===== src/rtl/add_sat_tree_pipe.sv =====
// Pipelined saturating adder tree: sums NUM_TAPS signed samples, clamping at every node,
// with optional register banks between levels, global-stall flow control and a saturation counter.
module add_sat_tree_pipe #(
    parameter int DATA_WIDTH = 6,
    parameter int NUM_TAPS   = 4,
    parameter int PIPE_EVERY = 1,
    parameter int CNT_WIDTH  = 8
) (
    input  logic                         clk,
    input  logic                         rst,
    input  logic signed [DATA_WIDTH-1:0] in_data [NUM_TAPS],
    input  logic                         in_valid,
    output logic                         in_ready,
    output logic signed [DATA_WIDTH-1:0] out_data,
    output logic                         out_valid,
    input  logic                         out_ready,
    output logic                         out_sat,
    output logic [CNT_WIDTH-1:0]         sat_cnt,
    input  logic                         cnt_clr
);

    localparam int D   = (NUM_TAPS > 1) ? $clog2(NUM_TAPS) : 0;
    localparam int P   = 1 << D;
    localparam int PE  = (PIPE_EVERY > 0) ? PIPE_EVERY : 1;
    localparam int LAT = (PIPE_EVERY > 0) ? (D / PE) : 0;

    // Returns {overflow, clamped sum} of two DATA_WIDTH-bit signed operands.
    function automatic logic [DATA_WIDTH:0] sat_add(
        input logic signed [DATA_WIDTH-1:0] a,
        input logic signed [DATA_WIDTH-1:0] b
    );
        logic [DATA_WIDTH:0] sum_s;
        logic [DATA_WIDTH:0] res_s;
        sum_s = {a[DATA_WIDTH-1], a} + {b[DATA_WIDTH-1], b};
        if (sum_s[DATA_WIDTH] != sum_s[DATA_WIDTH-1]) begin
            res_s = {1'b1, (sum_s[DATA_WIDTH] ? {1'b1, {(DATA_WIDTH-1){1'b0}}}
                                              : {1'b0, {(DATA_WIDTH-1){1'b1}}})};
        end else begin
            res_s = {1'b0, sum_s[DATA_WIDTH-1:0]};
        end
        return res_s;
    endfunction

    logic                 advance_s;
    logic [CNT_WIDTH-1:0] sat_cnt_r;

    assign advance_s = out_ready | ~out_valid;

    // Each level exposes q_s/sat_s/vld_s: registered when a bank follows it, else pass-through.
    for (genvar l = 0; l <= D; l++) begin : g_lvl
        localparam int N = P >> l;
        logic signed [DATA_WIDTH-1:0] q_s [N];
        logic                         sat_s;
        logic                         vld_s;

        if (l == 0) begin : g_in
            for (genvar j = 0; j < N; j++) begin : g_pad
                if (j < NUM_TAPS) begin : g_tap
                    assign q_s[j] = in_data[j];
                end else begin : g_zero
                    assign q_s[j] = '0;
                end
            end
            assign sat_s = 1'b0;
            assign vld_s = in_valid;
        end else begin : g_node
            logic signed [DATA_WIDTH-1:0] sum_s [N];
            logic [N-1:0]                 flag_s;
            logic                         sat_in_s;

            for (genvar j = 0; j < N; j++) begin : g_add
                logic [DATA_WIDTH:0] r_s;
                assign r_s       = sat_add(g_lvl[l-1].q_s[2*j], g_lvl[l-1].q_s[2*j+1]);
                assign sum_s[j]  = r_s[DATA_WIDTH-1:0];
                assign flag_s[j] = r_s[DATA_WIDTH];
            end
            assign sat_in_s = g_lvl[l-1].sat_s | (|flag_s);

            if ((PIPE_EVERY > 0) && ((l % PE) == 0)) begin : g_reg
                logic signed [DATA_WIDTH-1:0] q_r [N];
                logic                         sat_r;
                logic                         vld_r;

                // Register bank: loads only on a global advance, holds while stalled.
                always_ff @(posedge clk) begin
                    if (rst) begin
                        for (int k = 0; k < N; k++) q_r[k] <= '0;
                        sat_r <= 1'b0;
                        vld_r <= 1'b0;
                    end else if (advance_s) begin
                        for (int k = 0; k < N; k++) q_r[k] <= sum_s[k];
                        sat_r <= sat_in_s;
                        vld_r <= g_lvl[l-1].vld_s;
                    end
                end

                assign q_s   = q_r;
                assign sat_s = sat_r;
                assign vld_s = vld_r;
            end else begin : g_comb
                assign q_s   = sum_s;
                assign sat_s = sat_in_s;
                assign vld_s = g_lvl[l-1].vld_s;
            end
        end
    end

    assign out_data  = g_lvl[D].q_s[0];
    assign out_sat   = g_lvl[D].sat_s;
    assign out_valid = g_lvl[D].vld_s;
    assign in_ready  = (LAT == 0) ? out_ready : advance_s;

    // Sticky count of delivered saturated beats; clear has priority, count stops at all-ones.
    always_ff @(posedge clk) begin
        if (rst) begin
            sat_cnt_r <= '0;
        end else if (cnt_clr) begin
            sat_cnt_r <= '0;
        end else if (out_valid && out_ready && out_sat && !(&sat_cnt_r)) begin
            sat_cnt_r <= sat_cnt_r + {{(CNT_WIDTH-1){1'b0}}, 1'b1};
        end
    end

    assign sat_cnt = sat_cnt_r;

endmodule


===== config.mk =====
export PLATFORM = sky130hd
export DESIGN_NAME = add_sat_tree_pipe
export DESIGN_NICKNAME = d
export VERILOG_FILES = /design/src/rtl/add_sat_tree_pipe.sv
export SDC_FILE = /design/constraint.sdc
export NUM_CORES = 1
export LEC_CHECK = 0
export ABC_AREA = 1
export ABC_CLOCK_PERIOD_IN_PS = 2600
export CAP_MARGIN = 20
export CELL_PAD_IN_SITES_DETAIL_PLACEMENT = 1
export CELL_PAD_IN_SITES_GLOBAL_PLACEMENT = 1
export CORE_MARGIN = 3
export CORE_UTILIZATION = 30
export DETAILED_ROUTE_END_ITERATION = 12
export GPL_TIMING_DRIVEN = 0
export PLACE_DENSITY = 0.66
export SYNTH_ARGS = -nofsm -noshare
export SYNTH_HDL_FRONTEND = slang
export SYNTH_SLANG_ARGS = --single-unit

===== constraint.sdc =====
create_clock -name clk -period 2.6 [get_ports clk]
set_clock_uncertainty 0.15 [all_clocks]
set_input_delay 0.52 -clock clk [delete_from_list [all_inputs] [get_ports clk]]
set_output_delay 0.52 -clock clk [all_outputs]
set_load 0.005 [all_outputs]

# Word-level counts from Yosys, hierarchy flattened
# Cells that the tools add are included.
# word_totals
register_bits	30
in_bits	29
out_inout_bits	17
elab_cells	31
# op_classes
addsub	4
n_eq_ne	3
n_mux	6
bitwise	3
n_reduce_logical	7
# ops
cell	count
6-bit by 6-bit adder with 7-bit output	3
7-bit 2-to-1 mux	3
6-bit 2-to-1 mux	3
8-bit by 1-bit adder with 8-bit output (second input constant)	1
8-bit AND reduction	1
2-bit OR reduction	2
1-bit logical AND	3
1-bit inequality test	3
1-bit OR	2
1-bit zero test	1
1-bit inverter	1

# Logic depth before layout (Yosys ltp)
# Gate-level depths: netlist of the first run.
# depth
ltp_word	4
mapped_depth	13

# Least setup slack after synthesis of the first run
# Ideal clock, no wire load.
# synth_path
path_type	input to register
startpoint	in in_data[12] (netlist bit)
endpoint	reg g_lvl[1].g_node.g_reg.q_r[10] (netlist bit)
setup_time_ps	70
arrival_ps	2139
slack_ps	241
stages	13
path_buffers	0
cell_sequence	ha_1 > fa_1 > nand3_1 > nand3_1 > nand2_1 > nand2_2 > nand2_1 > ha_1 > inv_1 > nand3_1 > nand2_1 > inv_1 > a21oi_1
# synth_between
elab_chain_cells	3
elab_cells_between_ends	4
classes_between	add/sub (1); eq/ne (1); mux (2)
# synth_lines
element	line_no	text
start, declared	11	input logic signed [DATA_WIDTH-1:0] in_data [NUM_TAPS],
6-bit by 6-bit adder with 7-bit output *	34	sum_s = {a[DATA_WIDTH-1], a} + {b[DATA_WIDTH-1], b};
6-bit 2-to-1 mux / 1-bit inequality test (equally long branches)	36, 35	
7-bit 2-to-1 mux *	35	if (sum_s[DATA_WIDTH] != sum_s[DATA_WIDTH-1]) begin
end, declared	80	logic signed [DATA_WIDTH-1:0] q_r [N];
# Mark *: on every way between the ends. The rest lies on a longest branch, timed or not.
# A chain may end at the register's enable or synchronous reset.

# Final worst setup path of the first run
# layout_path
startpoint	in out_ready
endpoint	out in_ready
# layout_between
elab_chain_cells	1
# layout_lines
element	line_no	text
start, declared	16	input logic out_ready,
1-bit OR	47	assign advance_s = out_ready | ~out_valid;
end, declared	13	output logic in_ready,
# Every way passes these cells.

==> impl_metrics.yaml, run 1 <==
status:
  status: "completed"
logic_synthesis:
  yosysWarnings: 0
  synth_flop_cell: "dfxtp_1"
  synth.distinct_cells: 34
  synth-edff-count: 0
  synth_seq_cells: 30
  synth_cells: 296
  async_reset_ff_share_pct: 0
  mappedNetlistArea_um2: 2150
  syn_avg_cell_area_um2: 7.27
  yosysSeqAreaShare_pct: 27.9
  synth_fp_nets: 353
power_and_ir_drop:
  power.total_mw: 1.83
  sw_frac_of_total_pct: 36.9
  switchingPower_mw: 0.674
  seqPwrFrac_pct: 33.7
  power_frac_comb_pct: 46.8
  intPower_mw: 1.15
  ir_drop_mv: 0.261
  p_leak_nw: 1.36
  p_per_area_nw_per_um2: 605
  pwr-share-clk_pct: 19.5
critical_path:
  worstPathArrival_ns: 1.87
  rr_worst_depth: 13
  start_kind: "primary input"
  required_ns: 1.93
  crit_fanout: 10
  r2r_slack_ns: 0.23
  r2r_start: "g_lvl[1].g_node.g_reg.q_r[6]"
  timing.rr.end: "out_data[1]"
  path_class: "primary input to primary output"
  endpoint_kind: "primary output"
min_path:
  worstHoldStart: "g_lvl[1].g_node.g_reg.vld_r"
  min_path_cells: 2
  hold_path_end: "g_lvl[1].g_node.g_reg.vld_r"
  hold_class: "flip-flop to flip-flop"
final_layout:
  syn_to_final_growth_pct: 40.3
  antenna_cells: 0
  multi_input_area_um2: 1510
  seqCellArea_um2: 601
  drive_gt1_share_pct: 16.9
  nets: 412
  fillCellCount: 842
place:
  pre_cts_ws_ns: -0.488
  io_buffers: 45
  gp_congestion: 0.776
  hpwl_mm: 4.44
timing:
  final.setup.worst_slack_ns: 0.0584
  worstMarginPinSlew_ns: 0.436
  relSlewSlack_pct: 70.9
  period_needed_ns: 2.54
  setup_viol: 0
  finalHoldViolations: 0
  slew_violations: 0
  fmax_mhz: 393
  fin_crit_sh_pct: 97.8
  finalSetupTns_ns: 0
die:
  floorplan.initialDensity_pct: 31.3
  die_y_um: 90.7
  die_w_um: 90.7
  num_rows: 30
  io_pins: 46
  die_area_um2: 8220
  core_um2: 6870
run:
  max_cap_violations: 0
grt:
  grt_pass1_wl_mm: 10.1
  grt_usage_pct: 14.7
  antenna_found_initial: 0
  grt_pass1_vias: 2192
  overflow: 0
  grt_max_degree: 11
drt:
  drt_wl_total_mm: 5.83
  drt.antenna.violating_nets: 0
  via_count: 2163
  drc_errors: 0
  first_pass_iters: 4
  wl_per_cell_um: 12.9
  vias_per_cell: 4.80
  drt_iter0_markers: 42
clock_network:
  path_clk_slew_ns: 0.06
  cts_root_buf: "clkbuf_8"
  tritoncts: "done"
  ctsLongestPathBuffers: 2
  clock-sinks: 30
  postCtsHoldBufs: 0
  clk_latency_ns: 0.28
  numCtsBuffers: 5
  htreeDepth: 2
==> layer usage <==
layer,global-route usage (%),part of all wire (%),up-vias
met1,19.5,49,1024
met2,24.6,48,28
met4,2.30,0.94,0
met3,3.75,2.7,7
met5,0,0,-
li1,-,-,1104
==> worst max-delay path: stages <==
cell,delay (ns)
clkdlybuf4s50_1,0.52
nor2_4,0.07
inv_4,0.10
buf_6,0.15
clkdlybuf4s50_1,0.50
==> cells in the final DEF (no fill, tap or decap), types with 3 or more instances in the layout <==
cell	n
xor2_1	5
a21oi_1	24
clkdlybuf4s50_1	40
inv_1	35
buf_4	7
a31oi_1	3
o21ai_1	3
nand3_2	4
ha_1	15
ha_4	7
inv_4	4
clkbuf_1	4
nand3_1	21
nor3_1	7
nand2_1	55
nand3b_1	4
clkbuf_8	5
nand2_2	7
ha_2	3
dfxtp_1	30
nand4_1	4
a21oi_2	5
o21ai_0	19
nor2_4	3
nor2_1	17
dlymetal6s2s_1	5
==> cells in the mapped netlist (4+ instances only) <==
cell	n	share of area, %
o21ai_0	19	4.4
xor2_1	6	2.4
inv_1	37	6.5
nand3b_1	4	1.4
nand4_1	4	1.2
dfxtp_1	30	28
nor3_1	7	1.6
nand2_1	59	10
nand3_1	22	5.1
ha_1	25	15
nor2_1	18	3.1
a21oi_1	28	6.5
==> registers in the layout (all words and copies together) (netlist names) <==
signal,cells
out_sat,1
out_data,6
g_lvl.g_node.g_reg.q_r,12
g_lvl.g_node.g_reg.sat_r,1
g_lvl.g_node.g_reg.vld_r,1
out_valid,1
sat_cnt,8
==> worst max-delay path by stage <==
| stage | start | end | slack [ns] | depth (start not counted) |
|---|---|---|---|---|
| after CTS | in_data[12] | g_lvl[1].g_node.g_reg.q_r[7] | 0.007 | 14 |
| after detailed placement | in_data[0] | g_lvl[1].g_node.g_reg.q_r[0] | -0.49 | 14 |
| after global placement | in_data[0] | g_lvl[1].g_node.g_reg.q_r[1] | -0.44 | 14 |
| after floorplan | in_data[12] | g_lvl[1].g_node.g_reg.q_r[10] | 0.24 | 13 |
| final | out_ready | in_ready | 0.06 | 5 |
| after global routing | in_data[2] | g_lvl[1].g_node.g_reg.q_r[3] | -0.03 | 12 |
==> cell families after synthesis <==
family                     share of synthesized area [%]
xor gates and xnor gates                            2.85
adders and majority gates                           17.3
DFF                                                 27.9
AOI/OAI and AO/OA                                   14.8
buffers and inverters                               8.26
and+or+nand+nor                                     28.8
==> metrics by stage <==
| step | util [%] | instance area [µm²] | hold slack (ns) | instances |
|---|---|---|---|---|
| 2_1_floorplan | - | 2150 | 0.280 | 296 |
| 3_3_place_gp | 39.6 | 2720 | 0.299 | 437 |
| 3_5_place_dp | 39.6 | 2720 | 0.313 | 437 |
| 4_1_cts | 41.7 | 2860 | 0.322 | 447 |
| 5_1_grt | 43.9 | 3020 | 0.374 | 451 |
| 6_report | 43.9 | 3020 | 0.316 | 451 |
==> power by group through the flow <==
stage	clock, mW	sequential, mW	combinational, mW
floorplan	0	0.612	0.491
global placement	0	0.623	0.756
detailed placement	0	0.624	0.769
CTS	0.365	0.616	0.806
global route	0.395	0.626	0.986
finish	0.355	0.615	0.855
==> layout make-up <==
cell class	count	share of cell area (%)
timing repair buffer	52	17.1
inverter	39	5.18
multi-input combinational	222	50.1
sequential	30	19.9
tap	96	3.98
buffer	5	1.16
clock buffer	7	2.53
==> repair_timing <==
action                                  in CTS  in global routing
gates cloned                                 0                  0
setup buffers                                3                  4
hold endpoints to repair                     0                  0
resized for setup                           12                 24
endpoints found under the setup margin      12                 12
pin swaps                                    1                  5
No activity file was read; power rests on OpenSTA's default activity.
==> run 2: changes to the inputs <==
ABC_CLOCK_PERIOD_IN_PS = 2200   (was 2600)
PLACE_DENSITY = 0.69   (was 0.66)
clock period = 2.2 ns   (was 2.6 ns; I/O delays follow)
==> run 2 against run 1 <==
Wire length rose by 26%; critical path depth did not move; sequential share of layout area fell by 2.5 points; first-iteration DRC count rose by 33%; hold slack got worse by 0.0029 ns; core utilization rose by 7.4 points; flip-flop and latch count did not move; largest cell class unchanged.
==> impl_metrics.yaml, run 2 (same netlist as run 1, synthesis figures left out) <==
final_layout:
  final_cell_area_um2: 3520
  top_register: "g_lvl.g_node.g_reg.q_r"
  final_common_cell: "nand2_1"
  fillCellCount: 838
  nets: 443
  drive_gt1_share_pct: 41.1
  syn_to_final_growth_pct: 63.8
  largest_reg_flops: 12
  antenna_cells: 0
  layout_common_cells: "nand2_1 (43), buf_4 (37), inv_1 (27)"
clock_network:
  numCtsBuffers: 5
  postCtsHoldBufs: 0
  cts_root_buf: "clkbuf_8"
  tritoncts: "done"
  path_clk_slew_ns: 0.06
  clock-sinks: 30
  htreeDepth: 2
  clk_latency_ns: 0.29
  ctsLongestPathBuffers: 2
status:
  status: "completed"
power_and_ir_drop:
  power_frac_comb_pct: 53.9
  seqPwrFrac_pct: 26.9
  ir_drop_mv: 0.660
  sw_frac_of_total_pct: 37.5
  switchingPower_mw: 1.04
  p_leak_nw: 1.54
  p_per_area_nw_per_um2: 789
  pwr-share-clk_pct: 19.2
  intPower_mw: 1.74
drt:
  drc_errors: 0
  via_count: 2352
  first_pass_iters: 4
  drt.antenna.violating_nets: 0
  drt_wl_total_mm: 7.34
  drt_iter0_markers: 56
  wl_per_cell_um: 15.2
  vias_per_cell: 4.87
place:
  io_buffers: 45
  gp_congestion: 0.783
  placed_cell_area_um2: 2740
  hpwl_mm: 4.49
  pre_cts_ws_ns: -0.701
timing:
  relSlewSlack_pct: 69.2
  finalHoldViolations: 0
  slew_violations: 0
  fmax_mhz: 467
  grt_setup_unrepaired: "true"
  final.setup.worst_slack_ns: 0.0577
  fin_crit_sh_pct: 97.4
  period_needed_ns: 2.14
  worstMarginPinSlew_ns: 0.462
  setup_viol: 0
grt:
  met2_usage_pct: 27.5
  top_usage_layer: "met2"
  antenna_found_initial: 0
  grt_pass1_vias: 2391
  grt_use_met1_pct: 21.3
  grt_usage_pct: 16.3
  grt_max_degree: 11
  grt_pass1_wl_mm: 11.2
  grt_util_met3_pct: 3.67
  overflow: 0
critical_path:
  worstPathArrival_ns: 1.55
  start_kind: "primary input"
  path_class: "primary input to primary output"
  crit_fanout: 10
  required_ns: 1.61
  path_cells: "dlygate4sd2_1 > nor2_4 > inv_4 > buf_6 > clkdlybuf4s50_1"
  r2r_slack_ns: 0.07
  endpoint_kind: "primary output"
  cp_num_buf_inv: 4
  crit_family: "buffers and inverters"
  critPathMaxStageDelay_ns: 0.45
  cp_slowest_cell: "clkdlybuf4s50_1"
min_path:
  hold_class: "flip-flop to flip-flop"
die:
  io_pins: 46
  die_y_um: 90.7
  core_um2: 6870
  die_area_um2: 8220
  die_w_um: 90.7
  floorplan.initialDensity_pct: 31.3
  num_rows: 30
run:
  max_cap_violations: 0
## run 2: area by class of cell
type / count / area [µm²] / area share, %
Timing Repair Buffer: 83 / 679 / 19.3
Clock buffer: 8 / 110 / 3.13
Inverter: 39 / 166 / 4.72
Tap cell: 96 / 120 / 3.41
Multi-Input combinational cell: 222 / 1800 / 51.1
Buffer: 5 / 35.0 / 0.995
Sequential cell: 30 / 612 / 17.4
## run 2: through the flow
| step | util [%] | hold WS, ns | std cells | power, mW | TNS (ns) |
|---|---|---|---|---|---|
| after detailed placement | 39.9 | 0.303 | 437 | 1.66 | -9.34 |
| after CTS | 47.0 | 0.312 | 470 | 2.41 | 0 |
| final | 51.3 | 0.313 | 483 | 2.78 | 0 |
| after floorplan | - | 0.280 | 296 | 1.32 | 0 |
| after global placement | 39.9 | 0.295 | 437 | 1.64 | -8.44 |
| after global routing | 51.3 | 0.351 | 483 | 2.98 | -0.331 |
## run 2: final timing paths
path | from | endpoint | depth (start not counted)
worst max-delay path | out_ready | in_ready | 5
worst min-delay path | g_lvl[1].g_node.g_reg.vld_r | g_lvl[1].g_node.g_reg.vld_r | 2
worst max register to register | g_lvl[1].g_node.g_reg.q_r[0] | out_data[1] | 13
worst min register to register | g_lvl[1].g_node.g_reg.vld_r | g_lvl[1].g_node.g_reg.vld_r | 2
## run 2: power groups by stage
stage / Clock, mW / Sequential, mW / Combinational [mW]
floorplan: 0 / 0.724 / 0.595
CTS: 0.540 / 0.735 / 1.14
finish: 0.534 / 0.748 / 1.50
global route: 0.572 / 0.763 / 1.65
detailed placement: 0 / 0.736 / 0.929
global placement: 0 / 0.734 / 0.908
## run 2: routing by layer
layer	part of all wire, %	vias to the layer above
met5	0	-
met4	0.83	0
met3	3.3	8
met2	52	37
met1	44	1141
li1	-	1166
## run 2: what timing repair did
item	CTS	global route
gates resized for setup	62	87
endpoints found under the setup margin	20	19
buffers inserted	25	13
pin swaps	34	44
## run 2: worst reg2reg max path, stage by stage (launching register included)
cell	delay (ns)
dfxtp_2	0.34
ha_4	0.16
fa_2	0.38
nand2_2	0.09
nand2_2	0.06
nand3_2	0.08
nand2_2	0.08
nand2_2	0.12
ha_4	0.23
inv_6	0.08
nand2_1	0.05
nand2_1	0.07
inv_1	0.05
a21oi_2	0.12
